## src/rtl/grant_pkg.sv

```systemverilog
// Shared types and defaults for the grant return path.
// Contents:
//   WIDTH_DEF / TIMEOUT_DEF : default requestor count and grant hold limit, common
//                             to the encoder side and the dispatcher
//   disp_state_e            : dispatcher FSM states
package grant_pkg;

    localparam int unsigned WIDTH_DEF   = 8;
    localparam int unsigned TIMEOUT_DEF = 16;

    typedef enum logic [1:0] {
        IDLE  = 2'd0,
        GRANT = 2'd1,
        DRAIN = 2'd2
    } disp_state_e;

endpackage

```

## src/rtl/idx_to_onehot.sv

```systemverilog
// Combinational index-to-one-hot decode. This is the exact inverse of the LSB-priority
// encoder's index output.
// Ports:
//   i_idx      in   SIZE   encoded index
//   o_onehot   out  WIDTH  one-hot decode; all zero when i_idx is out of range
//   o_in_range out  1      i_idx < WIDTH
module idx_to_onehot
    import grant_pkg::*;
#(
    parameter int unsigned WIDTH = WIDTH_DEF,
    parameter int unsigned SIZE  = $clog2(WIDTH)
) (
    input  logic [SIZE-1:0]  i_idx,
    output logic [WIDTH-1:0] o_onehot,
    output logic             o_in_range
);

    always_comb begin
        o_onehot = '0;
        for (int unsigned i = 0; i < WIDTH; i++) begin
            o_onehot[i] = (32'(i_idx) == i);
        end
        o_in_range = (32'(i_idx) < WIDTH);
    end

endmodule

```

## src/rtl/enc_grant_dispatcher.sv

```systemverilog
// Grant dispatcher. Turns an encoded grant index into a registered one-hot grant,
// holds it until the owner returns Done or a timeout revokes it, and reports events.
// Ports:
//   clk, rst_n          clock, async active-low reset
//   GntVld/GntIdx/GntRdy encoded grant handshake (transfer = GntVld & GntRdy)
//   Gnt                 registered one-hot grant
//   Done                per-requestor release, sampled only while granted
//   DoneVld/TimeoutVld  release / revoke pulses, EvtIdx carries the owner index
//   IdxErr              accepted index out of range
//   SpuriousErr         Done seen from a non-owner while granted
module enc_grant_dispatcher
    import grant_pkg::*;
#(
    parameter int unsigned WIDTH   = WIDTH_DEF,
    parameter int unsigned SIZE    = $clog2(WIDTH),
    parameter int unsigned TIMEOUT = TIMEOUT_DEF,
    parameter int unsigned TO_W    = $clog2(TIMEOUT + 1)
) (
    input  logic             clk,
    input  logic             rst_n,
    input  logic             GntVld,
    input  logic [SIZE-1:0]  GntIdx,
    output logic             GntRdy,
    output logic [WIDTH-1:0] Gnt,
    input  logic [WIDTH-1:0] Done,
    output logic             DoneVld,
    output logic             TimeoutVld,
    output logic [SIZE-1:0]  EvtIdx,
    output logic             IdxErr,
    output logic             SpuriousErr
);

    disp_state_e      r_state;
    disp_state_e      w_state_d;
    logic [SIZE-1:0]  r_idx;
    logic [TO_W-1:0]  r_cnt;
    logic [WIDTH-1:0] r_gnt;
    logic             r_done_vld;
    logic             r_to_vld;
    logic [SIZE-1:0]  r_evt_idx;
    logic             r_idx_err;
    logic             r_spur;

    logic [WIDTH-1:0] w_onehot;
    logic             w_in_range;
    logic             w_xfer;
    logic             w_done_hit;
    logic             w_spur;
    logic             w_timeout;

    idx_to_onehot #(
        .WIDTH (WIDTH),
        .SIZE  (SIZE)
    ) u_dec (
        .i_idx      (GntIdx),
        .o_onehot   (w_onehot),
        .o_in_range (w_in_range)
    );

    // r_gnt is the one-hot of r_idx while in GRANT, so masking Done with it selects
    // the owner's bit and its complement selects every other requestor.
    assign w_xfer     = GntVld & (r_state == IDLE);
    assign w_done_hit = |(Done & r_gnt);
    assign w_spur     = |(Done & ~r_gnt);
    assign w_timeout  = (r_cnt == TO_W'(TIMEOUT - 1));

    always_comb begin
        w_state_d = r_state;
        unique case (r_state)
            IDLE:    if (w_xfer && w_in_range) w_state_d = GRANT;
            GRANT:   if (w_done_hit || w_timeout) w_state_d = DRAIN;
            DRAIN:   w_state_d = IDLE;
            default: w_state_d = IDLE;
        endcase
    end

    always_ff @(posedge clk or negedge rst_n) begin
        if (!rst_n) begin
            r_state    <= IDLE;
            r_idx      <= '0;
            r_cnt      <= '0;
            r_gnt      <= '0;
            r_done_vld <= 1'b0;
            r_to_vld   <= 1'b0;
            r_evt_idx  <= '0;
            r_idx_err  <= 1'b0;
            r_spur     <= 1'b0;
        end else begin
            r_state    <= w_state_d;
            r_done_vld <= 1'b0;
            r_to_vld   <= 1'b0;
            r_idx_err  <= 1'b0;
            r_spur     <= 1'b0;
            unique case (r_state)
                IDLE: begin
                    if (w_xfer) begin
                        if (w_in_range) begin
                            r_idx <= GntIdx;
                            r_cnt <= '0;
                            r_gnt <= w_onehot;
                        end else begin
                            r_idx_err <= 1'b1;
                        end
                    end
                end
                GRANT: begin
                    r_spur <= w_spur;
                    if (w_done_hit) begin
                        // Done wins over a coincident timeout.
                        r_gnt      <= '0;
                        r_done_vld <= 1'b1;
                        r_evt_idx  <= r_idx;
                    end else if (w_timeout) begin
                        r_gnt     <= '0;
                        r_to_vld  <= 1'b1;
                        r_evt_idx <= r_idx;
                    end else if (r_cnt != '1) begin
                        r_cnt <= r_cnt + TO_W'(1);
                    end
                end
                DRAIN: begin
                    r_cnt <= '0;
                end
                default: ;
            endcase
        end
    end

    assign GntRdy      = (r_state == IDLE);
    assign Gnt         = r_gnt;
    assign DoneVld     = r_done_vld;
    assign TimeoutVld  = r_to_vld;
    assign EvtIdx      = r_evt_idx;
    assign IdxErr      = r_idx_err;
    assign SpuriousErr = r_spur;

endmodule

```

## config.mk

```make
export PLATFORM = sky130hd
export DESIGN_NAME = enc_grant_dispatcher
export DESIGN_NICKNAME = d
export VERILOG_FILES = /design/src/rtl/grant_pkg.sv /design/src/rtl/idx_to_onehot.sv /design/src/rtl/enc_grant_dispatcher.sv
export SDC_FILE = /design/constraint.sdc
export NUM_CORES = 1
export LEC_CHECK = 0
export ABC_AREA = 1
export CORE_UTILIZATION = 28
export CTS_CLUSTER_DIAMETER = 40
export CTS_CLUSTER_SIZE = 10
export DETAILED_ROUTE_END_ITERATION = 10
export SYNTH_ARGS = -nofsm -noshare
export SYNTH_HDL_FRONTEND = slang
export SYNTH_SLANG_ARGS = --single-unit
```

## constraint.sdc

```tcl
create_clock -name clk -period 2.1 [get_ports clk]
set_clock_uncertainty 0.2 [all_clocks]
set_input_delay 0.21 -clock clk [delete_from_list [all_inputs] [get_ports clk]]
set_output_delay 0.21 -clock clk [all_outputs]
set_load 0.02 [all_outputs]
```

# Word level (Yosys, flattened, before mapping)
# Index checks and enable logic that the tools add are counted.
[classes]
n_addsub = 1
eq_ne = 17
muxes = 20
bitwise_logic = 4
n_reduce_logical = 13
[op_table]
columns = ["cell", "count"]
rows = [
  ["$mux W8", 3],
  ["$mux W5", 4],
  ["$and A8 B8 Y8", 2],
  ["$pmux W8 S2", 1],
  ["$reduce_or A8 Y1", 2],
  ["$pmux W5 S3", 1],
  ["$eq A3 B3 Y1 const B", 4],
  ["$ne A2 B2 Y1 const B", 4],
  ["$not A8 Y8", 1],
  ["$eq A3 B2 Y1 const B", 2],
  ["$mux W1", 6],
  ["$mux W3", 2],
  ["$reduce_and A2 Y1", 3],
  ["$add A5 B1 Y5 const B", 1],
  ["$eq A5 B4 Y1 const B", 1],
  ["$ne A5 B5 Y1 const B", 1],
  ["$reduce_and A5 Y1", 1],
  ["$mux W2", 2],
  ["$pmux W2 S2", 1],
  ["$reduce_bool A2 Y1", 2],
  ["$eq A3 B1 Y1 const B", 1],
  ["$logic_not A3 Y1", 1],
  ["$ne A3 B3 Y1 const B", 1],
  ["$reduce_and A3 Y1", 1],
  ["7 further kinds", 7],
]
[totals]
register_bits = 24
in_bits = 14
out_inout_bits = 16
word_cells = 63

# Depth between registers and ports, before layout
# Gate-level depths: netlist (run 1).
[logic_depth]
ltp_word = 5
mapped_depth = 10
mapped_depth_nobuf = 9

# Hierarchy
# A second synthesis (run 1) with hierarchy kept.
[hier_totals]
hier_cells = 170
area_unflattened_um2 = 1330.0
[by_module_without_submodules]
columns = ["module", "n_inst", "cells_per_inst", "area_each_um2", "seq_area_each_um2"]
rows = [
  ["enc_grant_dispatcher", 1, 153, 1262.5, 625.6],
  ["idx_to_onehot", 1, 17, 67.6, 0.0],
]

# Least setup slack after synthesis (run 1)
# OpenSTA, ideal clock, no wires.
[synth_timing]
kind = "reg-to-reg"
start = "reg r_cnt[0]"
end = "reg r_cnt[0]"
setup_ns = 0.117
arrival_ns = 1.435
required_time_ns = 1.783
setup_slack_ns = 0.348
stages_incl_launch_ff = 11
path_buffers = 1
period_less_slack_ns = 1.752
cell_sequence = "dfrtp_1 ha_1 nand2_1 nor2_1 ha_1 o21ai_0 and3_4 buf_6 nand2_4 nand2_1 nand2_1"
[synth_via]
elab_chain_cells = 5
elab_cells_between_ends = 10
cone_classes = "1 x add/sub; 4 x eq/ne; 4 x mux; 1 x reduce/logical"
[synth_rtl]
columns = ["item", "line", "rtl"]
rows = [
  ["start: declaration", "enc_grant_dispatcher.sv:36", "logic [TO_W-1:0] r_cnt;"],
  ["start signal: assignment", "enc_grant_dispatcher.sv:118", "r_cnt <= r_cnt + TO_W'(1);"],
  ["$add A5 B1 Y5", "enc_grant_dispatcher.sv:118", ""],
  ["$mux W5", "enc_grant_dispatcher.sv:117", "end else if (r_cnt != '1) begin"],
  ["$mux W5", "enc_grant_dispatcher.sv:113", "end else if (w_timeout) begin"],
  ["$mux W5", "enc_grant_dispatcher.sv:108", "if (w_done_hit) begin"],
  ["$pmux W5 S3", "enc_grant_dispatcher.sv:94", "unique case (r_state)"],
]
# Parallel ways exist; a longest one is shown, timed or not. The select of a mux whose other input is x is not followed.
# A chain may end at the register's enable or synchronous reset.

# Worst setup path in the final report (run 1)
[layout_timing]
start = "reg r_state[1]"
end = "out GntRdy"
[layout_via]
elab_chain_cells = 1
[layout_rtl]
columns = ["item", "line", "rtl"]
rows = [
  ["start: declaration", "enc_grant_dispatcher.sv:33", "disp_state_e r_state;"],
  ["start signal: assignment", "enc_grant_dispatcher.sv:89", "r_state <= w_state_d;"],
  ["$logic_not A2 Y1", "enc_grant_dispatcher.sv:129", "assign GntRdy = (r_state == IDLE);"],
  ["end: declaration", "enc_grant_dispatcher.sv:23", "output logic GntRdy,"],
]
# Every way passes these cells.

==> reports/metrics.csv, run 1 <==
stage;metric;value;unit
routing;DRT Wirelength;2810;um
synth;synth top area cells;sky130_fd_sc_hd__dfrtp_1 46%, sky130_fd_sc_hd__nand2_1 15%, sky130_fd_sc_hd__nand4_1 7.7%;
sta;final period demand of the worst path;1970;ps
pwr;Clock power frac;0.141;
finish;Sequential cell area;601;um2
global_routing;met2 capacity usage during global routing;0.186;
synth;top-area cell type share of the netlist area;0.460;
die;initial standard-cell utilization of the core;0.296;
routing;count of nets left with antenna violations after detail routing;0;
global_routing;met3 usage;0.0375;
sta;final hold violation count;0;
setup_path;crit path kind;flop to output pin;
placed_design;half-perimeter wire length of the detailed placement result;2110;um
finish;total area of multi-input combinational cells;597;um2
routing;DRC viols;0;
die;overall die area;0.00494;mm2
routing;first drt pass iteration count;4;
outcome;run status;complete, no violations;
synth;YS warnings;0;
finish;finished layout cell area;0.00168;mm2
placed_design;Placer Congestion;0.765;
synth;Async S/R FF share, synth;1.00;
synth;most area-hungry cell type in the Yosys netlist;sky130_fd_sc_hd__dfrtp_1;
finish;Antenna Cells;0;
synth;post-synthesis cell count;167;
synth;dominant register cell in the synthesized netlist;sky130_fd_sc_hd__dfrtp_1;
pwr;share of power burned in registers;0.345;
routing;routed wire length per instance;11.4;um
pwr;Cell Pwr Density;1370;mW/mm2
pwr;static power due to leakage;0.874;nW
hold_path;worst min-delay path class;input port to async pin;
synth;Mean Syn Cell Area;7.82;um2
routing;drt via density;4.68;
pwr;Internal;1.27;mW
setup_path;ordered cell list for the critical path;nor2_2, clkdlybuf4s50_1;
flow_run;max-cap viol count;0;
synth;most used standard cells in the synthesized netlist;53 x sky130_fd_sc_hd__nand2_1, 24 x sky130_fd_sc_hd__dfrtp_1, 20 x sky130_fd_sc_hd__nor2_1, 16 x sky130_fd_sc_hd__inv_1, 16 x sky130_fd_sc_hd__nand4_1;
global_routing;vias in the first global route;1119;
global_routing;Most Used Layer, Global Route;met2;
routing;iteration-0 DRC count of the detailed router;45;
synth;sequential area share after synthesis;0.460;
synth;dominant cell by count in the synthesized netlist;sky130_fd_sc_hd__nand2_1;
global_routing;first-pass GRT wire length;5060;um
finish;layout cells sized above 1;0.0718;
sta;maximum clock rate;509;MHz
global_routing;Congestion Overflow GR;0;
clock_tree;number of buffers inserted by post-CTS setup repair;0;
setup_path;cell family with most CP delay;buffers and inverters;
global_routing;GRT met1 Usage;0.181;
clock_tree;clock sink count;24;
global_routing;initial antenna violation count;0;
pwr;fraction of power spent switching nets;0.448;
finish;net count of the finished layout;213;
setup_path;required time of the critical path;1690;ps
clock_tree;number of cells upsized or downsized after cts;0;
setup_path;arrival time worst endpoint;1560;ps
die;die height;70.3;um
setup_path;critical path startpoint category;flop;
finish;fill count;467;
pwr;highest ir drop seen on vdd;582;uV
synth;number of flops mapped to enable cells by yosys;0;
die;Chip Width;70.3;um
clock_tree;CTS tree;yes;
finish;synth-to-layout area growth;28.4;%
synth;number of distinct library cell variants in the gate-level netlist after synthesis;19;
die;FP Rows;24;
clock_tree;hold buffer count at CTS;0;
die;core box area;0.00441;mm2
setup_path;critical path peak fanout;3;
clock_tree;Clock transition at path regs;90;ps
sta;setup repair after global routing missed its margin;no;
setup_path;Buf+Inv Stages, Crit Path;1;
clock_tree;Bufs on Longest Clock Path;2;
sta;post-route setup TNS;0;ps
routing;routed vias;1155;
placed_design;number of input and output port buffers inserted;28;
synth;synthesized netlist net count;184;
global_routing;total global routing track utilization;0.126;
synth;netlist area before placement;0.00131;mm2
setup_path;cell with the biggest individual delay on the critical path;sky130_fd_sc_hd__clkdlybuf4s50_1;
sta;max-slew violations;0;
sta;final cycle utilization of the critical path;0.936;
placed_design;standard cell area after detailed placement;0.00162;mm2
synth;flop and latch count out of synthesis;24;
clock_tree;number of buffers added by the clock tree synthesis step;3;
setup_path;Crit path largest cell delay;640;ps
pwr;switching pwr;1.03;mW
clock_tree;clk root buf;sky130_fd_sc_hd__clkbuf_8;
global_routing;pin count of the biggest net entering global routing;25;
sta;# setup viols final;0;
die;I/O pin total;30;
setup_path;endpoint type of the worst setup path;output pin;
clock_tree;number of H-tree branching levels;1;
clock_tree;clock latency at the later pin of the worst-skew pair;270;ps
pwr;combinational share of power;0.515;
## registers in the layout, indices dropped and copies added, names as in the netlist
register	flops
r_cnt	5
TimeoutVld	1
r_state	2
r_idx	3
SpuriousErr	1
EvtIdx	3
DoneVld	1
Gnt	8
## worst register-to-register path, stage by stage, from the launching register on
cell	delay [ps]
sky130_fd_sc_hd__dfrtp_1	410
sky130_fd_sc_hd__ha_1	220
sky130_fd_sc_hd__nand2_1	70
sky130_fd_sc_hd__nor2_1	60
sky130_fd_sc_hd__ha_1	220
sky130_fd_sc_hd__nand2_4	170
sky130_fd_sc_hd__and3_4	260
sky130_fd_sc_hd__nand2_4	80
sky130_fd_sc_hd__nand2_1	70
sky130_fd_sc_hd__nand2_1	50
## logic make-up (layout without fill, tap and decap cells)
logic type,count (synthesis),after routing,synth area share
buffers and inverters,23,51,0.0833
other,1,1,0.00287
AOI/OAI and AO/OA,10,10,0.0421
DFF,24,24,0.460
adders and majority gates,3,3,0.0287
and+or+nand+nor,106,106,0.383
## metal layers
layer  vias to the layer above  part of all wire
met1                       522              0.53
met3                         3             0.058
met4                         0            0.0060
met2                        33              0.41
li1                        597                 -
met5                         -                 0
## power by group through the flow
stage	clock [mW]	combinational, mW	sequential (mW)
after floorplan	0	0.663	0.912
after global placement	0	1.19	0.794
after detailed placement	0	1.19	0.799
after CTS	0.332	1.19	0.791
after global routing	0.350	1.32	0.815
final	0.323	1.18	0.791
## per-stage QoR
| stage | setup WS, ps | utilization | total power [mW] | std cells | hold slack, ps |
|---|---|---|---|---|---|
| floorplan | 348 | - | 1.58 | 167 | -286 |
| global placement | 205 | 0.368 | 1.98 | 243 | 267 |
| detailed placement | 196 | 0.368 | 1.99 | 243 | 270 |
| CTS | 115 | 0.380 | 2.32 | 247 | 106 |
| global route | 32.6 | 0.380 | 2.48 | 247 | 127 |
| finish | 133 | 0.380 | 2.29 | 247 | 91.3 |
## cell type report
class	instances	area share
Clock buffer	4	0.0328
Inverter	18	0.0433
Multi-Input combinational cell	120	0.356
Sequential cell	24	0.358
Tap cell	52	0.0388
Timing Repair Buffer	29	0.172
## layout by cell type, fill, tap and decap left out
cell,n
sky130_fd_sc_hd__nor2_2,1
sky130_fd_sc_hd__nor2_1,20
sky130_fd_sc_hd__clkbuf_8,4
sky130_fd_sc_hd__nand2_4,5
sky130_fd_sc_hd__nand3_1,9
sky130_fd_sc_hd__conb_1,1
sky130_fd_sc_hd__ha_1,3
sky130_fd_sc_hd__and3_4,1
sky130_fd_sc_hd__o21ai_0,5
sky130_fd_sc_hd__inv_4,2
sky130_fd_sc_hd__dfrtp_1,24
sky130_fd_sc_hd__clkdlybuf4s50_1,28
sky130_fd_sc_hd__buf_4,1
sky130_fd_sc_hd__a21oi_1,1
sky130_fd_sc_hd__o22ai_1,4
sky130_fd_sc_hd__nand4_1,16
sky130_fd_sc_hd__nand2_1,53
sky130_fd_sc_hd__nand3b_1,1
sky130_fd_sc_hd__inv_1,16
## path summary, 6_finish.rpt
check                            from         end  slack, ps  cells past startpoint
hold / removal                  rst_n  TimeoutVld         90                      2
min in group clk             r_cnt[3]    r_cnt[3]        300                      2
setup reg to reg             r_cnt[0]    r_cnt[4]        190                      9
setup / recovery           r_state[1]      GntRdy        130                      2
max in group asynchronous       rst_n   EvtIdx[1]       1360                      2
hold reg to reg              r_cnt[3]    r_cnt[3]        300                      2
(Power assumes the default switching activity.)
==> inputs of run 2 (changes only) <==
--- a/config.mk
+++ b/config.mk
@@ -10,6 +10,7 @@
 export CTS_CLUSTER_DIAMETER = 40
 export CTS_CLUSTER_SIZE = 10
 export DETAILED_ROUTE_END_ITERATION = 10
+export RECOVER_POWER = 25
 export SYNTH_ARGS = -nofsm -noshare
 export SYNTH_HDL_FRONTEND = slang
 export SYNTH_SLANG_ARGS = --single-unit
==> constraint.sdc (replaced) <==
create_clock -name clk -period 2.1 [get_ports clk]
set_clock_uncertainty 0.2 [all_clocks]
set_input_delay 0.63 -clock clk [delete_from_list [all_inputs] [get_ports clk]]
set_output_delay 0.63 -clock clk [all_outputs]
set_load 0.02 [all_outputs]
==> reports/metrics.csv, run 2 (synthesis results as in run 1) <==
stage;metric;value;unit
global_routing;Congestion Overflow GR;0;
clock_tree;number of buffers inserted by post-CTS setup repair;0;
global_routing;pin count of the biggest net entering global routing;25;
setup_path;Buf+Inv Stages, Crit Path;1;
global_routing;vias in the first global route;1086;
sta;transition at the pin with the smallest max-transition slack;601;ps
finish;count of placed standard cells in the final layout, fillers left out;257;
clock_tree;CTS tree;yes;
sta;# setup viols final;0;
finish;synth-to-layout area growth;37.1;%
placed_design;number of input and output port buffers inserted;28;
routing;drt via density;4.62;
global_routing;total global routing track utilization;0.129;
pwr;share of power burned in registers;0.309;
die;I/O pin total;30;
hold_path;worst hold path startpoint;r_cnt[3];
global_routing;first-pass GRT wire length;5130;um
pwr;fraction of power spent switching nets;0.417;
finish;fill count;455;
sta;Worst Setup Slack, final;43.8;ps
clock_tree;clk root buf;sky130_fd_sc_hd__clkbuf_8;
pwr;static power due to leakage;1.00;nW
die;FP Rows;24;
clock_tree;clock sink count;24;
clock_tree;clock latency at the later pin of the worst-skew pair;260;ps
routing;first drt pass iteration count;5;
die;core box area;0.00441;mm2
finish;total area of multi-input combinational cells;602;um2
setup_path;endpoint type of the worst setup path;output pin;
clock_tree;Clock transition at path regs;90;ps
sta;setup repair after global routing missed its margin;no;
setup_path;critical path peak fanout;2;
placed_design;half-perimeter wire length of the detailed placement result;2170;um
clock_tree;hold buffer count at CTS;0;
setup_path;crit path kind;flop to output pin;
pwr;power consumption;2.55;mW
setup_path;required time of the critical path;1270;ps
setup_path;Crit path largest cell delay;610;ps
die;Chip Width;70.3;um
clock_tree;Bufs on Longest Clock Path;2;
setup_path;cell with the biggest individual delay on the critical path;sky130_fd_sc_hd__clkdlybuf4s50_1;
die;overall die area;0.00494;mm2
pwr;highest ir drop seen on vdd;837;uV
setup_path;cell family with most CP delay;buffers and inverters;
setup_path;arrival time worst endpoint;1230;ps
finish;Antenna Cells;0;
finish;Layout Utilization;0.406;
sta;post-route setup TNS;0;ps
setup_path;Setup crit start;EvtIdx[2];
sta;final hold violation count;0;
placed_design;worst slack, placed;-91.8;ps
routing;DRT Wirelength;2870;um
finish;highest-count cells in the layout ignoring fill and taps;53 x sky130_fd_sc_hd__nand2_1, 24 x sky130_fd_sc_hd__dfrtp_1, 20 x sky130_fd_sc_hd__nor2_1;
flow_run;max-cap viol count;0;
die;initial standard-cell utilization of the core;0.296;
setup_path;startpoint of the most critical register-to-register path;r_cnt[0];
setup_path;critical path startpoint category;flop;
hold_path;worst min-delay path class;flop to flop;
finish;Sequential cell area;601;um2
pwr;Clock power frac;0.157;
sta;max-slew violations;0;
setup_path;ordered cell list for the critical path;clkdlybuf4s50_1;
pwr;Internal;1.49;mW
clock_tree;number of H-tree branching levels;1;
sta;final cycle utilization of the critical path;0.979;
clock_tree;number of buffers added by the clock tree synthesis step;3;
outcome;run status;complete, no violations;
finish;commonest non-fill, non-tap cell in the layout;sky130_fd_sc_hd__nand2_1;
finish;net count of the finished layout;223;
pwr;combinational share of power;0.534;
routing;DRC viols;0;
routing;routed wire length per instance;11.2;um
routing;iteration-0 DRC count of the detailed router;101;
sta;maximum clock rate;486;MHz
routing;routed vias;1188;
finish;layout cells sized above 1;0.122;
pwr;switching pwr;1.06;mW
sta;final period demand of the worst path;2060;ps
placed_design;placed cell count;253;
pwr;Cell Pwr Density;1420;mW/mm2
routing;count of nets left with antenna violations after detail routing;0;
finish;number of flip-flops under the largest register name;8;
die;die height;70.3;um
placed_design;Placer Congestion;0.801;
sta;worst slew slack as a fraction of its limit;0.599;
global_routing;initial antenna violation count;0;
-- run 2: cell type report --
class,count,share of cell area
flip-flops and latches,24,0.335
multi-input cells,120,0.336
clock buffers,3,0.0231
well taps,52,0.0363
clock inverters,1,0.0168
inverters,18,0.0405
repair buffers,39,0.212
-- run 2: metrics by stage --
stage                     hold slack (ps)  instance area [um2]
after floorplan                       134                 1310
after global placement                256                 1720
after detailed placement              258                 1720
after CTS                             281                 1780
after global routing                  330                 1790
final                                 277                 1790
-- run 2: metal layers --
metal,GRT usage,vias to the layer above,part of all wire
li1,-,618,-
met2,0.185,36,0.43
met1,0.194,534,0.51
met3,0.0332,0,0.054
met4,0.0200,0,0
met5,0,-,0
-- run 2: power by group through the flow --
stage | clock network, mW | logic (mW) | registers, mW
after global routing | 0.434 | 1.51 | 0.820
after detailed placement | 0 | 1.43 | 0.800
after global placement | 0 | 1.42 | 0.800
final | 0.401 | 1.36 | 0.786
after floorplan | 0 | 0.663 | 0.912
after CTS | 0.413 | 1.37 | 0.790
-- run 2: worst paths after layout --
path	to	slack, ps	depth (start not counted)
worst max-delay path	EvtIdx[2]	40	1
worst min-delay path	r_cnt[3]	280	2
worst max register to register	r_cnt[4]	230	9
worst min register to register	r_cnt[3]	280	2
max in group asynchronous	Gnt[5]	610	2
min in group asynchronous	r_cnt[2]	690	2
-- run 2: timing repair --
action | in CTS | in global routing
gates resized for setup | 9 | 3
endpoints found under the setup margin | 9 | 3
gates cloned | 0 | 0
==> variant 1: new RTL, config.mk and constraints of run 1 <==
Set the package constant `TIMEOUT_DEF` to 32 (it was 16).
--- a/src/rtl/grant_pkg.sv
+++ b/src/rtl/grant_pkg.sv
@@ -6,7 +6,7 @@
 package grant_pkg;
 
     localparam int unsigned WIDTH_DEF   = 8;
-    localparam int unsigned TIMEOUT_DEF = 16;
+    localparam int unsigned TIMEOUT_DEF = 32;
 
     typedef enum logic [1:0] {
         IDLE  = 2'd0,
Check against the original RTL: same outputs for any inputs over 10 cycles, from zero or initial values and one cycle with rst_n low; that may be too few to reach the edited logic, so the function may still have changed.
==> variant 1 against run 1 <==
The run now ends with design-rule violations left. Maximum frequency fell by 0.15%. Cell area rose by 2.7%. Sequential cell count rose by 1. Cell count rose by 5.7%. Clock power fell by 5%. First-iteration DRC count rose by 60%. Global-route usage rose by 0.12 points. Combinational power fell by 4%. Total power fell by 3.2%. Wire length rose by 4.1%. Area after synthesis rose by 2.9%. Worst setup slack got worse by 3.0 ps. Largest cell class unchanged.
==> variant 1: results (changes against run 1) <==
| Metric | Value |
|---|---|
| Worst vdd ir | `0.4637 mV (-20%)` |
| Maximum number of pins on one net before global-route repair | `26 (+4.0%)` |
| Power Internal | `1.218 mW (-3.8%)` |
| Synth Net Count | `194 (+5.4%)` |
| Result of the run | `finished with violations` |
| Static leakage | `0.9044 nW (+3.5%)` |
| Number of optimization iterations in the first detailed-route pass | `7 (+3)` |
| Wirelength, routed | `2927 µm (+4.1%)` |
| Cell count after placement | `257 (+5.8%)` |
| GPL Wtd Cong | `0.7535 (-1.5%)` |
| Failing checks | `design-rule violations` |
| Most frequent cells after synthesis | `sky130_fd_sc_hd__nand2_1 (69), sky130_fd_sc_hd__dfrtp_1 (25), sky130_fd_sc_hd__inv_1 (19), sky130_fd_sc_hd__nor2_1 (19), sky130_fd_sc_hd__nand3_1 (11)` |
| Hpwl dp | `2166 µm (+2.8%)` |
| Number of nets in the layout | `225 (+5.6%)` |
| Gr usage total | `0.1273 (+0.001234)` |
| Flip-flop count of the largest register after layout | `8 (unchanged)` |
| Vias in the first global route | `1139 (+1.8%)` |
| Ratio of routed vias to standard cells | `4.579 (-2.1%)` |
| Mean instance size in the synthesized netlist | `7.507 µm² (-4.0%)` |
| Clk pin slew, worst setup/hold paths | `roughly 100 ps` |
| Initial DRC Count | `72 (+60%)` |
| Register area share after synthesis | `0.4655 (+0.005779)` |
| First-pass GRT wire length | `5092 µm (+0.69%)` |
| Total vias in the final route | `1195 (+3.5%)` |
| Instance area at placement | `1673 µm² (+3.1%)` |
| DRC violation count after routing | `2 (+2)` |
| Clock latency at the later pin of the worst-skew pair | `between 200 and 300 ps` |
| Top cells by area in the synthesized netlist | `sky130_fd_sc_hd__dfrtp_1 (47%), sky130_fd_sc_hd__nand2_1 (19%), sky130_fd_sc_hd__inv_1 (5.3%)` |
| Warnings from Yosys | `0 (unchanged)` |
| Netlist cell types | `24 (+5)` |
| Fraction of final layout cells sized beyond drive strength 1 | `0.08612 (+0.01433)` |
-- variant 1: cell count changes after synthesis, sizes merged, moves of 2 or more --
cell,run 1,this run
buf,5,3
inv,18,20
nand4,16,6
ha,3,1
nor2,21,24
nand3,9,14
nand2,58,73
-- variant 1: area by class of cell --
cell class	count	area, µm²
clock buffers	3	41.29
well taps	52	65.06
multi-input cells	130	615.6
inverters	21	78.83
repair buffers	29	287.8
clock inverters	1	8.758
flip-flops and latches	25	625.6
fillers	462	2751
-- variant 1: final timing paths --
check	startpoint	to	slack, ps	cells past startpoint
worst max-delay path	r_state[0]$_DFFE_PN0P_	GntRdy	130	2
worst min-delay path	rst_n	r_state[1]$_DFFE_PN0P_	90	2
worst max register to register	r_cnt[0]$_DFFE_PN0P_	Gnt[2]$_DFFE_PN0P_	330	9
worst min register to register	r_idx[0]$_DFFE_PN0P_	EvtIdx[0]$_DFFE_PN0P_	280	2
max in group asynchronous	rst_n	SpuriousErr$_DFF_PN0_	1360	2
min in group clk	r_idx[0]$_DFFE_PN0P_	EvtIdx[0]$_DFFE_PN0P_	280	2
-- variant 1: worst max-delay path, stage by stage (launching register included) --
cell and delay [ps]:
sky130_fd_sc_hd__dfrtp_1 440, sky130_fd_sc_hd__nor2_2 210, sky130_fd_sc_hd__clkdlybuf4s50_1 630
-- variant 1: kinds of logic (layout without fill, tap and decap cells) --
logic type | Yosys count | in the layout | synth area share
simple gates | 118 | 118 | 0.4032
flops | 25 | 25 | 0.4655
compound gates | 10 | 10 | 0.04283
fa+ha+maj | 1 | 1 | 0.009309
other cells | 1 | 1 | 0.002791
buf+inv | 24 | 54 | 0.07634
-- variant 1: power groups by stage --
stage               combinational, mW  sequential [mW]  clock [mW]
finish                           1.13            0.780       0.307
global route                     1.26            0.808       0.337
CTS                              1.14            0.783       0.322
detailed placement               1.13            0.792           0
global placement                 1.13            0.794           0
floorplan                       0.662            0.884           0
-- variant 1: stage by stage --
stage                     worst slack [ps]    util
after global placement               324.2  0.3739
after global routing                 59.12  0.3851
final                                130.5  0.3851
after floorplan                      539.3       -
after detailed placement             303.1  0.3739
after CTS                            120.7  0.3851
-- variant 1: metal layers --
metal | GRT usage | share of wire | vias up
li1 | - | - | 618
met1 | 0.1685 | 0.48 | 541
met2 | 0.2053 | 0.46 | 34
met3 | 0.03797 | 0.059 | 2
met4 | 0.03111 | 0.0044 | 0
met5 | 0 | 0 | -
==> variant 2: new RTL, config.mk and constraints of run 1 <==
Made on the original files. Make the reset (`rst_n`) synchronous in one clocked block. Comments in the files are not updated.
--- a/src/rtl/enc_grant_dispatcher.sv
+++ b/src/rtl/enc_grant_dispatcher.sv
@@ -74,7 +74,7 @@
         endcase
     end
 
-    always_ff @(posedge clk or negedge rst_n) begin
+    always_ff @(posedge clk) begin
         if (!rst_n) begin
             r_state    <= IDLE;
             r_idx      <= '0;
Check against the original RTL: differs if rst_n is asserted again (counterexample within 4 cycles, from zero or initial values and one cycle with rst_n low); with rst_n held inactive, the same outputs for 10 cycles.
==> variant 2 against run 1 <==
Non-clock buffer count unchanged. Count of clock-buffer cells in the layout down 1. Synthesized cell count is 9.0% higher. Area after synthesis is 4.6% lower. Global-route usage down 0.13 points. Core utilization up 1.3 points. Sequential cell count unchanged. Via count grew 1.0%. Wire length down 2.8%. Sequential share of layout area is 6.3 points lower. Worst setup slack gained 120 ps. Cell area decreased by 2.8%. Critical path type unchanged. Largest cell class is now multi-input combinational cells.
Power is not compared: it rests on default switching activity, and its combinational part moved more than twofold at a synthesized area within 25%.
==> variant 2: results (changes against run 1) <==
| Metric | Value |
|---|---|
| Result of the run | `finished, final reports clean` |
| Routed length on met3 | `89 µm (-46%)` |
| Gr usage total | `0.1247 (-0.001324)` |
| GPL Wtd Cong | `0.8057 (+5.3%)` |
| Hpwl dp | `2025 µm (-3.9%)` |
| Most frequent cells after synthesis | `sky130_fd_sc_hd__nand2_1 (37), sky130_fd_sc_hd__nor2_1 (32), sky130_fd_sc_hd__dfxtp_1 (24)` |
| Area overhead of the layout relative to synthesis | `30.82%` |
| Standard cell with the maximum stage delay on the critical path | `sky130_fd_sc_hd__clkdlybuf4s50_1` |
| Initial DRC Count | `66 (+47%)` |
| Fraction of final layout cells sized beyond drive strength 1 | `0.07656 (+0.004760)` |
| Warnings from Yosys | `0 (unchanged)` |
| Logic depth of the worst register-to-register path | `10 (+1)` |
| Mean instance size in the synthesized netlist | `6.847 µm² (-12%)` |
| Clock latency at the later pin of the worst-skew pair | `270 ps (about the same)` |
| Beginning of the critical path | `r_state[1]$_SDFFE_PN0P_` |
| Met2 WL post-DR | `1159 µm (+0.52%)` |
| End of the worst hold path | `EvtIdx[1]$_SDFFE_PN0P_` |
| Cell depth of the worst min-delay path | `2` |
| Start point of the worst min-delay path | `r_idx[1]$_SDFFE_PN0P_` |
| Number of optimization iterations in the first detailed-route pass | `4 (unchanged)` |
| Routing usage on met2 | `0.1887 (+0.002482)` |
| Final routed wire length divided by cell count | `10.56 µm (-7.3%)` |
| CP Capture Point | `GntRdy` |
| Number of buffers inserted by post-CTS setup repair | `0 (unchanged)` |
| Critical path peak fanout | `3 (unchanged)` |
| Cell count after placement | `255 (+4.9%)` |
| GRT met1 Usage | `0.1710 (-0.009858)` |
| Cts bufs inserted | `3 (unchanged)` |
| Vias in the first global route | `979 (-13%)` |
| Wirelength, routed | `2735 µm (-2.8%)` |
| Slack of the worst reg-to-reg path | `270 ps (+80 ps)` |
| Netlist cell types | `28 (+9)` |
| Routed length on met1 | `1452 µm (-1.8%)` |
| Synth Net Count | `199 (+8.2%)` |
| Register area share after synthesis | `0.3855 (-0.07423)` |
| Worst slack on hold paths | `293.3 ps (+202.0 ps)` |
| Maximum number of pins on one net before global-route repair | `22 (-12%)` |
| Startpoint of the most critical register-to-register path | `r_cnt[0]$_SDFFE_PN0P_` |
| Share of the synthesized area in the top cell type | `0.3855 (-0.07423)` |
| Data arrival time of the critical path | `1430 ps (-130 ps)` |
| Critical register-to-register path endpoint | `r_cnt[1]$_SDFFE_PN0P_` |
| Number of nets in the layout | `227 (+6.6%)` |
| Largest stage delay, worst path | `630 ps` |
| Final-layout fill cell count | `464 (-0.64%)` |
| First-pass GRT wire length | `4367 µm (-14%)` |
| Type of the most critical hold path | `reg -> reg` |
| Met3 track demand over resource in global routing | `0.01480 (-0.02272)` |
| Number of port buffers | `28 (unchanged)` |
| Post-synthesis async set-or-reset flop share | `0 (-1.000)` |
| Top cells by area in the synthesized netlist | `sky130_fd_sc_hd__dfxtp_1 (39%), sky130_fd_sc_hd__nand2_1 (11%), sky130_fd_sc_hd__nor2_1 (9.6%)` |
| Ratio of routed vias to standard cells | `4.506 (-3.6%)` |
-- variant 2: where the power goes --
| part | switching, mW | total [mW] | internal (mW) |
|---|---|---|---|
| combinational | 0.303 | 0.528 | 0.225 |
| sequential | 0.0529 | 0.576 | 0.523 |
| clock | 0.159 | 0.414 | 0.255 |
-- variant 2: area by class of cell --
class | instances | area share
Clock buffer | 3 | 0.02533
Timing Repair Buffer | 29 | 0.1765
Sequential cell | 24 | 0.2947
Clock inverter | 1 | 0.01842
Multi-Input combinational cell | 132 | 0.4006
Inverter | 20 | 0.04605
Tap cell | 50 | 0.03837
-- variant 2: logic make-up after synthesis --
logic type	share of synthesized area
buffers and inverters	0.09437
other	0.003009
flip-flops	0.3855
adder cells (fa/ha/maj)	0.03012
AO/OA/AOI/OAI	0.1175
AND/OR/NAND/NOR	0.3695
-- variant 2: worst register-to-register path: stages (launching register included) --
cell                      delay (ps)
sky130_fd_sc_hd__dfxtp_1         350
sky130_fd_sc_hd__ha_1            220
sky130_fd_sc_hd__nand2_1          80
sky130_fd_sc_hd__nor2_1           60
sky130_fd_sc_hd__ha_1            170
sky130_fd_sc_hd__nor3_1          170
sky130_fd_sc_hd__nand3_1         110
sky130_fd_sc_hd__nand2_2         170
sky130_fd_sc_hd__nand2_1          90
sky130_fd_sc_hd__nand2_1          70
sky130_fd_sc_hd__a21oi_1          50
-- variant 2: per-stage QoR --
stage	worst slack, ps	utilization	area [µm²]
5_1_grt	45.21	0.3934	1630
3_3_place_gp	153.2	0.3750	1554
6_report	257.9	0.3934	1630
3_5_place_dp	125.9	0.3750	1554
4_1_cts	148.8	0.3922	1625
2_1_floorplan	418.2	-	1246
-- variant 2: repair_timing --
action | in CTS | in global routing
setup endpoints to repair | 0 | 2
endpoints found under the hold margin | 0 | 0
resized for setup | 0 | 1
